**src/rtl/pipelined_ffs_stream.sv**
```systemverilog
// Pipelined find-first-set over a valid/ready stream.
// One binary-search halving stage per index bit; mode selects highest or lowest set bit.
module pipelined_ffs_stream #(
    parameter int WIDTH = 1024,
    parameter int TAG_W = 8
) (
    input  logic                     clk,
    input  logic                     reset,
    input  logic                     valid_in,
    output logic                     ready_out,
    input  logic [WIDTH-1:0]         in,
    input  logic                     mode_in,
    input  logic [TAG_W-1:0]         tag_in,
    output logic                     valid_out,
    input  logic                     ready_in,
    output logic [$clog2(WIDTH)-1:0] index,
    output logic                     found,
    output logic [TAG_W-1:0]         tag_out
);
    localparam int L = $clog2(WIDTH);

    if (WIDTH < 2 || (WIDTH & (WIDTH - 1)) != 0) begin : g_bad_width
        $error("pipelined_ffs_stream: WIDTH must be a power of two >= 2");
    end
    if (TAG_W < 1) begin : g_bad_tag
        $error("pipelined_ffs_stream: TAG_W must be >= 1");
    end

    logic             valid_out_d, valid_out_q;
    logic [L-1:0]     index_d, index_q;
    logic             found_d, found_q;
    logic [TAG_W-1:0] tag_out_d, tag_out_q;
    logic             stall;

    assign stall     = valid_out_q && !ready_in;
    assign ready_out = !stall && !reset;

    for (genvar k = 0; k < L; k++) begin : g_st
        localparam int W = WIDTH >> k;

        logic [W-1:0]     vec_d, vec_q;
        logic [L-1:0]     idx_d, idx_q, idx_nxt;
        logic             mode_d, mode_q;
        logic             found_d, found_q;
        logic             valid_d, valid_q;
        logic [TAG_W-1:0] tag_d, tag_q;
        logic             sel;

        if (k == 0) begin : g_head
            always_comb begin
                vec_d   = in;
                idx_d   = '0;
                mode_d  = mode_in;
                found_d = |in;
                tag_d   = tag_in;
                valid_d = valid_in && ready_out;
            end
        end else begin : g_body
            always_comb begin
                vec_d   = g_st[k-1].sel ? g_st[k-1].vec_q[2*W-1:W]
                                        : g_st[k-1].vec_q[W-1:0];
                idx_d   = g_st[k-1].idx_nxt;
                mode_d  = g_st[k-1].mode_q;
                found_d = g_st[k-1].found_q;
                tag_d   = g_st[k-1].tag_q;
                valid_d = g_st[k-1].valid_q;
            end
        end

        // sel is gated by found so an all-zero word always yields index 0
        always_comb begin
            sel = found_q && (mode_q ? (|vec_q[W-1:W/2]) : !(|vec_q[W/2-1:0]));
            idx_nxt = idx_q;
            idx_nxt[L-1-k] = sel;
        end

        always_ff @(posedge clk) begin
            if (reset) begin
                valid_q <= 1'b0;
            end else if (!stall) begin
                valid_q <= valid_d;
                vec_q   <= vec_d;
                idx_q   <= idx_d;
                mode_q  <= mode_d;
                found_q <= found_d;
                tag_q   <= tag_d;
            end
        end
    end

    always_comb begin
        valid_out_d = g_st[L-1].valid_q;
        index_d     = g_st[L-1].idx_nxt;
        found_d     = g_st[L-1].found_q;
        tag_out_d   = g_st[L-1].tag_q;
    end

    always_ff @(posedge clk) begin
        if (reset) begin
            valid_out_q <= 1'b0;
            index_q     <= '0;
            found_q     <= 1'b0;
            tag_out_q   <= '0;
        end else if (!stall) begin
            valid_out_q <= valid_out_d;
            index_q     <= index_d;
            found_q     <= found_d;
            tag_out_q   <= tag_out_d;
        end
    end

    assign valid_out = valid_out_q;
    assign index     = index_q;
    assign found     = found_q;
    assign tag_out   = tag_out_q;
endmodule
```
**config.mk**
```make
export PLATFORM = sky130hd
export DESIGN_NAME = pipelined_ffs_stream
export DESIGN_NICKNAME = d
export VERILOG_FILES = /design/src/rtl/pipelined_ffs_stream.sv
export SDC_FILE = /design/constraint.sdc
export NUM_CORES = 2
export LEC_CHECK = 0
export ABC_CLOCK_PERIOD_IN_PS = 172500
export BUFFER_PORTS_ARGS = -buffer_cell sky130_fd_sc_hd__buf_2
export CELL_PAD_IN_SITES_DETAIL_PLACEMENT = 0
export CELL_PAD_IN_SITES_GLOBAL_PLACEMENT = 1
export CORE_ASPECT_RATIO = 1.5
export CORE_MARGIN = 1
export CORE_UTILIZATION = 50
export DETAILED_ROUTE_END_ITERATION = 7
export PLACE_DENSITY = 0.81
export SETUP_SLACK_MARGIN = 0.15
export SLEW_MARGIN = 5
export SYNTH_ARGS = -nofsm -noshare
export SYNTH_HDL_FRONTEND = slang
export SYNTH_SLANG_ARGS = --single-unit
```
**constraint.sdc**
```tcl
create_clock -name clk -period 172.5 [get_ports clk]
set_input_delay 25.875 -clock clk [delete_from_list [all_inputs] [get_ports clk]]
set_output_delay 25.875 -clock clk [all_outputs]
set_load 0.01 [all_outputs]
```
==> impl_metrics.json <==
{
  "report.power.total_mw": 1.23,
  "die_area_sq_um": 177000,
  "power_density_nw_per_um2": 12.0,
  "synth_area_leaders": "edfxtp_1 (75%), mux2_4 (8.0%), mux2_2 (7.0%), nor4_1 (5.7%), nand4_1 (1.4%)",
  "synth.largest_area_cell": "edfxtp_1",
  "cp.depth": 5,
  "cpPeakStageDelay_ps": 540,
  "critPathCaptureType": "primary output",
  "cts_root_buffer": "clkbuf_16",
  "synth_area_sq_um": 87500,
  "antenna_found_initial": 74,
  "relSlewSlack": 0.0842,
  "r2r_start": "g_st[0].vec_q[0]",
  "placed_area_sq_um": 95500,
  "ys_seq_area_frac": 0.759,
  "overflow": 0,
  "cts_resized": 0,
  "hold_viol_final": 0,
  "critPathTopFamily": "buffers and inverters",
  "cts_tree": "yes",
  "cts_buffers": 202,
  "start_kind": "input pin",
  "final_max_slew_viol_count": 0,
  "synth_flop_cell": "edfxtp_1",
  "tightest_slew_ps": 1370,
  "grt_max_degree": 211,
  "peakVddDrop_v": 0.0000113,
  "nets": 6770,
  "postCtsSetupBuffers": 0,
  "yosysWarnings": 0,
  "synth_edf_count": 2191,
  "use_met2": 0.603,
  "crit_type": "input pin to primary output",
  "setup_viol": 0,
  "rr_worst_depth": 11,
  "drtIter0Drc": 6669,
  "h-tree-depth": 4,
  "place.gp.congestion": 1.06,
  "crit_top_cell": "buf_2",
  "fmax_mhz": 18.9,
  "seq_power_share": 0.559,
  "arrival_ps": 27090,
  "min-delay-start": "g_st[1].tag_q[2]",
  "leakagePower_nw": 35.8,
  "core_area_sq_um": 173000,
  "fin_area_sq_um": 102000,
  "crit_required_ps": 146620,
  "hold_ws_ps": 413,
  "setup.worst_path.start": "ready_in",
  "grt_pass1_vias": 51500,
  "avgSynthCellArea_sq_um": 19.3,
  "ant_nets": 0,
  "yosys.cell_count.top_type": "edfxtp_1",
  "netlist.area_leader.share": 0.752,
  "syn_to_final_growth_pct": 16.7,
  "grt_util_met3": 0.0551,
  "yosysUniqueCellTypes": 31,
  "setup_tns_ps": 0,
  "viasPerCell": 6.34,
  "io_buffers": 1057,
  "min_period_ps": 52960,
  "async_flop_share": 0,
  "cp_cell_sequence": "buf_2 -> nor2b_2 -> buf_4 -> nor2_4 -> buf_2",
  "p_comb_frac": 0.078,
  "dp_hpwl_um": 253000,
  "cts.sinks": 2221,
  "met1_usage": 0.381,
  "maxCapViolations": 0,
  "hold_path_class": "flop to flop",
  "fp.dieH_um": 514,
  "critPathMaxFanout": 31,
  "first_pass_iters": 6,
  "fillers": 13000,
  "grt_busiest_layer": "met2",
  "power_frac_clock": 0.364,
  "swShare": 0.238,
  "initial_core_util": 0.505,
  "grt_pass1_wl_um": 413000,
  "crit_buf_inv": 3,
  "path_clk_slew_ps": 60,
  "ios": 1058,
  "drc_errors": 0,
  "synth_common_cells": "edfxtp_1 (2191), nor4_1 (799), mux2_2 (541)",
  "synthCells": 4530,
  "p_int_mw": 0.936,
  "skew_ps": 29.1,
  "synth_nets": 5567,
  "drt_wl_total_um": 314000,
  "hold_depth": 0,
  "cts_hold_buf": 0,
  "cts.path.max_buffers": 3,
  "clock_latency_ps": 860,
  "grt_usage": 0.349,
  "rsz0062_at_grt": "no",
  "via_count": 52200,
  "status": "finished, final reports clean",
  "dieWidth_um": 344,
  "critPathSlowestCell": "nor2_4",
  "layout-drive-gt1-share": 0.416,
  "period_share": 0.307,
  "placementRows": 187,
  "p_sw_mw": 0.292,
  "wl_per_cell_um": 38.1,
  "ys_seq_elements": 2221
}
power by group through the flow:
stage	Clock [mW]	Combinational, mW	Sequential (mW)
6_report	0.447	0.0952	0.686
5_1_grt	0.469	0.0972	0.687
4_1_cts	0.450	0.0936	0.685
3_5_place_dp	0	0.0928	0.696
3_3_place_gp	0	0.0925	0.695
2_1_floorplan	0	0.0523	0.751
cell usage in the layout, fill, tap and decap left out, types with 16 or more instances in the layout:
cell           n
edfxtp_1    2191
buf_4         54
dfxtp_1       30
a21oi_1       31
nor4_2        24
buf_2       1057
clkbuf_16    205
clkinvlp_4    16
bufinv_16     17
nand4_1      192
clkbuf_1      38
diode_2       67
nor4_1       775
mux2_4       469
nand2_1      103
clkinv_2      32
clkinv_1      41
mux2_2       541
metal layers:
| layer | part of all wire | vias to the layer above |
|---|---|---|
| met5 | 0.00021 | - |
| met4 | 0.090 | 10 |
| met3 | 0.076 | 875 |
| met2 | 0.51 | 3427 |
| met1 | 0.33 | 26300 |
| li1 | - | 21600 |
final timing paths:
path                         to  slack [ps]
max reg2reg  g_st[1].vec_q[430]      164060
min reg2reg    g_st[2].tag_q[2]         410
max                   ready_out      119540
min            g_st[2].tag_q[2]         410
sequential cells by signal, summed over array words and instances, names as in the netlist:
name,flops
g_st.mode_q,10
g_st.vec_q,2046
found,1
g_st.tag_q,80
g_st.valid_q,10
valid_out,1
g_st.idx_q,45
tag_out,8
g_st.found_q,9
found_d,1
index,10
stage by stage:
stage           util  instances  setup WS [ps]
6_report       0.589       8235         119540
5_1_grt        0.589       8212         119530
4_1_cts        0.588       8168         119510
3_5_place_dp   0.551       7797         119520
3_3_place_gp   0.551       7797         119500
2_1_floorplan      -       4530          29810
cells by family (layout without fill, tap and decap cells):
group / after synthesis / count (layout) / synth area share
flip-flops: 2221 / 2221 / 0.759
AO/OA/AOI/OAI: 44 / 44 / 0.00283
multiplexers: 1010 / 1010 / 0.150
AND/OR/NAND/NOR: 1130 / 1130 / 0.0776
other: 0 / 67 / 0
buffers and inverters: 125 / 1495 / 0.0107
layout make-up:
cell class,count,area (sq um),area share
timing repair buffer,1118,5840,0.0571
multi-input combinational,2184,20400,0.199
inverter,6,22.5,0.000220
clock buffer,245,5300,0.0519
sequential,2221,66400,0.650
antenna,67,168,0.00164
tap,2268,2840,0.0278
clock inverter,126,1210,0.0118
No activity file was read; power rests on OpenSTA's default activity.
